**src/rtl/imm_encoder.sv**
```systemverilog
// imm_encoder
//   Two-stage valid/ready pipeline that packs register fields and a 32-bit
//   immediate into a RISC-V I/S/B/U instruction word.
//   Stage 1 latches the request and range-checks the immediate for its format.
//   Stage 2 holds the packed word (or 0 with out_err set when the check failed).
//   Ports:
//     clk, rst_n                  clock, async active-low reset
//     in_valid/in_ready           request handshake
//     in_fmt                      00 I, 01 S, 10 B, 11 U
//     in_opcode/rd/rs1/rs2/funct3 instruction fields
//     in_imm                      two's complement immediate
//     out_valid/out_ready         result handshake
//     out_instr, out_err          encoded word / range error flag
//     cnt_ok, cnt_err             saturating delivered-word counters
module imm_encoder #(
  parameter int CNT_W = 16
) (
  input  logic             clk,
  input  logic             rst_n,
  input  logic             in_valid,
  output logic             in_ready,
  input  logic [1:0]       in_fmt,
  input  logic [6:0]       in_opcode,
  input  logic [4:0]       in_rd,
  input  logic [4:0]       in_rs1,
  input  logic [4:0]       in_rs2,
  input  logic [2:0]       in_funct3,
  input  logic [31:0]      in_imm,
  output logic             out_valid,
  input  logic             out_ready,
  output logic [31:0]      out_instr,
  output logic             out_err,
  output logic [CNT_W-1:0] cnt_ok,
  output logic [CNT_W-1:0] cnt_err
);

  localparam logic [1:0] FMT_I = 2'b00;
  localparam logic [1:0] FMT_S = 2'b01;
  localparam logic [1:0] FMT_B = 2'b10;
  localparam logic [1:0] FMT_U = 2'b11;

  typedef struct packed {
    logic [1:0]  fmt;
    logic [6:0]  opcode;
    logic [4:0]  rd;
    logic [4:0]  rs1;
    logic [4:0]  rs2;
    logic [2:0]  funct3;
    logic [31:0] imm;
  } req_t;

  req_t             r_s1;
  logic             r_s1_vld;
  logic             r_s1_ok;
  logic             r_s2_vld;
  logic [31:0]      r_s2_instr;
  logic             r_s2_err;
  logic [CNT_W-1:0] r_cnt_ok;
  logic [CNT_W-1:0] r_cnt_err;

  logic             w_out_fire;
  logic             w_s2_load;
  logic             w_in_fire;
  logic             w_ok;
  logic [31:0]      w_pack;
  req_t             w_req;

  assign w_out_fire = r_s2_vld && out_ready;
  // s1 advances whenever s2 is empty or is being drained this edge
  assign w_s2_load  = r_s1_vld && (!r_s2_vld || out_ready);
  assign in_ready   = !r_s1_vld || w_s2_load;
  assign w_in_fire  = in_valid && in_ready;

  assign w_req = '{fmt: in_fmt, opcode: in_opcode, rd: in_rd, rs1: in_rs1,
                   rs2: in_rs2, funct3: in_funct3, imm: in_imm};

  // Range check: upper bits must be a pure sign extension of the field
  always_comb begin
    w_ok = 1'b0;
    case (in_fmt)
      FMT_I, FMT_S: w_ok = (&in_imm[31:11]) || !(|in_imm[31:11]);
      FMT_B:        w_ok = ((&in_imm[31:12]) || !(|in_imm[31:12])) && !in_imm[0];
      FMT_U:        w_ok = !(|in_imm[11:0]);
      default:      w_ok = 1'b0;
    endcase
  end

  always_comb begin
    w_pack = 32'h0;
    case (r_s1.fmt)
      FMT_I: w_pack = {r_s1.imm[11:0], r_s1.rs1, r_s1.funct3, r_s1.rd, r_s1.opcode};
      FMT_S: w_pack = {r_s1.imm[11:5], r_s1.rs2, r_s1.rs1, r_s1.funct3,
                       r_s1.imm[4:0], r_s1.opcode};
      FMT_B: w_pack = {r_s1.imm[12], r_s1.imm[10:5], r_s1.rs2, r_s1.rs1, r_s1.funct3,
                       r_s1.imm[4:1], r_s1.imm[11], r_s1.opcode};
      FMT_U: w_pack = {r_s1.imm[31:12], r_s1.rd, r_s1.opcode};
      default: w_pack = 32'h0;
    endcase
  end

  // Stage 1
  always_ff @(posedge clk or negedge rst_n) begin
    if (!rst_n) begin
      r_s1_vld <= 1'b0;
      r_s1     <= '0;
      r_s1_ok  <= 1'b0;
    end else if (w_in_fire) begin
      r_s1_vld <= 1'b1;
      r_s1     <= w_req;
      r_s1_ok  <= w_ok;
    end else if (w_s2_load) begin
      r_s1_vld <= 1'b0;
    end
  end

  // Stage 2 (output register); held stable while stalled
  always_ff @(posedge clk or negedge rst_n) begin
    if (!rst_n) begin
      r_s2_vld   <= 1'b0;
      r_s2_instr <= 32'h0;
      r_s2_err   <= 1'b0;
    end else if (w_s2_load) begin
      r_s2_vld   <= 1'b1;
      r_s2_instr <= r_s1_ok ? w_pack : 32'h0;
      r_s2_err   <= !r_s1_ok;
    end else if (w_out_fire) begin
      r_s2_vld   <= 1'b0;
    end
  end

  // Saturating delivered-word counters
  always_ff @(posedge clk or negedge rst_n) begin
    if (!rst_n) begin
      r_cnt_ok  <= '0;
      r_cnt_err <= '0;
    end else if (w_out_fire) begin
      if (!r_s2_err) begin
        if (!(&r_cnt_ok)) r_cnt_ok <= r_cnt_ok + 1'b1;
      end else begin
        if (!(&r_cnt_err)) r_cnt_err <= r_cnt_err + 1'b1;
      end
    end
  end

  assign out_valid = r_s2_vld;
  assign out_instr = r_s2_instr;
  assign out_err   = r_s2_err;
  assign cnt_ok    = r_cnt_ok;
  assign cnt_err   = r_cnt_err;

endmodule

```
**config.mk**
```make
export PLATFORM = sky130hd
export DESIGN_NAME = imm_encoder
export DESIGN_NICKNAME = d
export VERILOG_FILES = /design/src/rtl/imm_encoder.sv
export SDC_FILE = /design/constraint.sdc
export NUM_CORES = 1
export LEC_CHECK = 0
export ABC_AREA = 0
export CAP_MARGIN = 20
export CORE_MARGIN = 10
export CORE_UTILIZATION = 35
export DETAILED_ROUTE_END_ITERATION = 10
export MAX_ROUTING_LAYER = met4
export PLACE_DENSITY = 0.65
export SYNTH_ARGS = -nofsm -noshare
export SYNTH_HDL_FRONTEND = slang
export SYNTH_SLANG_ARGS = --single-unit
```
**constraint.sdc**
```tcl
create_clock -name clk -period 4.7 [get_ports clk]
set_input_delay 0.47 -clock clk [delete_from_list [all_inputs] [get_ports clk]]
set_output_delay 0.47 -clock clk [all_outputs]
set_load 0.02 [all_outputs]
```
==> reports/summary.txt <==
clk root buf -> clkbuf_16
Flop pwr share -> 41.7%
CP arrival -> 1.84 ns
RSZ-0062 raised after global routing -> no
largest net degree at the start of global routing -> 84
First-pass DRT Iterations -> 5
H-tree depth -> 4
antenna cells -> 0
Setup Skew -> 0.00710 ns
Power Internal -> 0.00241 W
slowest CP cell -> clkdlybuf4s50_1
Hold Buf Count CTS -> 0
f_max -> 433 MHz
Placed Area -> 0.00704 mm²
fin. max-slew vios -> 0
count leader, synth -> nand2_1
total track usage -> 14.6%
Slew Limit Headroom -> 36.6%
GP Congestion -> 0.858
area leader, netlist -> dfrtp_1
CP max stage delay -> 0.67 ns
die width -> 146 µm
post-synthesis cell area -> 0.00555 mm²
top-area cell type share of the netlist area -> 57.3%
area of the multi-input gates -> 0.00227 mm²
Reg area -> 0.00318 mm²
count of different cell masters after synthesis -> 38
postcts setup bufs -> 0
cells along the critical path -> clkdlybuf4s50_1 -> nand3b_1 -> clkdlybuf4s50_1
setup TNS -> 0 ns
prevailing post-synth register cell -> dfrtp_1
PortBufs -> 129
Syn Inst Count -> 579
P_sw -> 0.000975 W
worst path required time -> 4.23 ns
peak supply drop -> 0.242 mV
Antenna Nets Post-Route -> 0
max-cap viol count -> 0
switch share -> 28.8%
Die ar. -> 0.0213 mm²
dpl hpwl -> 10.8 mm
GRT Residual Overflow -> 0
Initial Utilization -> 36.1%
Net Count, Synth -> 644
layout cell share with drive strength beyond 1 -> 7.24%
commonest cells in the synthesized netlist -> nand2_1, dfrtp_1, o21ai_0
Clock power frac -> 36.8%
Placeable Area -> 0.0154 mm²
I/O pin count -> 130
outcome -> finished, final reports clean
sequential cell area fraction in the yosys report -> 57.3%
Synth warnings -> 0
worst hold slack -> 0.130 ns
synth top area cells -> dfrtp_1, nand2_1, mux2i_1
Design Area, Final -> 0.00761 mm²
synthesis-to-layout area growth -> 37.2%
Final nets -> 771
Cell Pwr Density -> 445 mW/mm²
DIE HEIGHT -> 146 µm
Final WS setup -> 2.39 ns
most frequent CP cell -> clkdlybuf4s50_1
Sink Count -> 127
DRT Wirelength -> 14.9 mm
number of flops mapped to enable cells by yosys -> 0
LEAKAGE -> 3.55 nW
Comb pwr share -> 21.5%
Worst Setup Start Kind -> input pin
Clock Latency Late Sink -> 0.40 ns
initial antenna violation count -> 0
crit path max fanout -> 4
post_cts resized -> 0
post-route minimum period -> 2.31 ns
Inserted Clock Buffers -> 17
Setup crit end kind -> output port
HP Class -> in2async
DRC viols -> 0
Setup violations, final -> 0
clock slew at reported path FFs -> 0.05 ns
TritonCTS clock tree -> done
drt first-iter violations -> 230
WL per Instance -> 16.1 µm
ys async rst share -> 100%
# rows -> 45
first-pass GRT wire length -> 24.6 mm
syn avg cell area -> 9.59 µm²
Worst-Margin Slew -> 0.949 ns
Via density -> 4.84
fillcell total -> 1,386
Crit Path Category -> in2out
Bufs on Longest Clock Path -> 2
period utilization -> 49.2%
worst slack at placement -> 2.26 ns
number of global-route vias before repair -> 4,584
routed via count -> 4,493
Fin. Hold Viols -> 0
Yosys reg bits -> 127
[cells in the final DEF (no fill, tap or decap), types with 3 or more instances in the layout]
cell	count
nand2_1	236
clkdlybuf4s50_1	128
inv_1	3
mux2i_1	25
and3_1	5
o21ai_0	36
clkbuf_1	3
nor2_1	14
clkinv_2	3
nand3b_1	3
clkbuf_16	17
nor4_1	7
xnor2_1	22
nand4_1	12
buf_4	4
a21oi_1	6
nand2b_1	3
nand3_1	13
mux2_2	8
clkbuf_8	6
dfrtp_1	127
xor2_1	9
[through the flow]
stage          cells  total power (W)  utilization (%)
4_1_cts          929          0.00343             49.5
6_report         929          0.00339             49.5
3_3_place_gp     898          0.00214             45.8
5_1_grt          929          0.00357             49.5
2_1_floorplan    579          0.00178                -
3_5_place_dp     898          0.00217             45.8
[state kept, by name, indices dropped and copies added, names as in the netlist]
register / count
cnt_err: 16
cnt_ok: 16
out_err: 1
out_instr: 32
out_valid: 1
r_s1: 59
r_s1_ok: 1
r_s1_vld: 1
[power by group through the flow]
stage	clock (W)	combinational [W]	sequential (W)
floorplan	0	0.000284	0.00149
global placement	0	0.000723	0.00142
detailed placement	0	0.000738	0.00143
CTS	0.00128	0.000742	0.00141
global route	0.00133	0.000802	0.00144
finish	0.00125	0.000727	0.00141
[layer usage]
layer  part of all wire (%)  global-route usage [%]  vias up
met5                      0                       -        -
met4                   0.64                    3.39        0
li1                       -                       -     2177
met2                     47                    22.0      140
met1                     47                    18.7     2171
met3                    5.8                    4.72        5
[worst paths after layout]
check                           from             to  slack [ns]  depth (start not counted)
min reg2reg                 r_s1[20]       r_s1[20]        0.47                          2
min in group clk            r_s1[20]       r_s1[20]        0.47                          2
max reg2reg                 r_s1[57]  out_instr[30]        2.52                          3
max in group asynchronous      rst_n       r_s1[45]        3.50                          2
max                        out_ready       in_ready        2.39                          3
min                            rst_n     cnt_err[0]        0.13                          1
[worst max-delay path, delay by kind of cell]
family                 cells  cell delay (ns)
buffers and inverters      2             1.18
and+or+nand+nor            1             0.19
[final cells by class]
class | instances | area share (%)
clock buffers | 26 | 6.82
clock inverters | 5 | 0.690
inverters | 3 | 0.148
multi-input cells | 424 | 29.8
flip-flops and latches | 127 | 41.7
well taps | 211 | 3.47
repair buffers | 133 | 17.4
[cell families (layout without fill, tap and decap cells)]
group | count (synthesis) | after routing | synth area share, %
compound gates | 50 | 50 | 5.41
xor+xnor | 31 | 31 | 4.89
fa+ha+maj | 2 | 2 | 0.451
buf+inv | 28 | 167 | 1.96
flops | 127 | 127 | 57.3
mux | 33 | 33 | 6.13
simple gates | 308 | 308 | 23.9
Note: power is estimated with default switching activity, not from simulation.
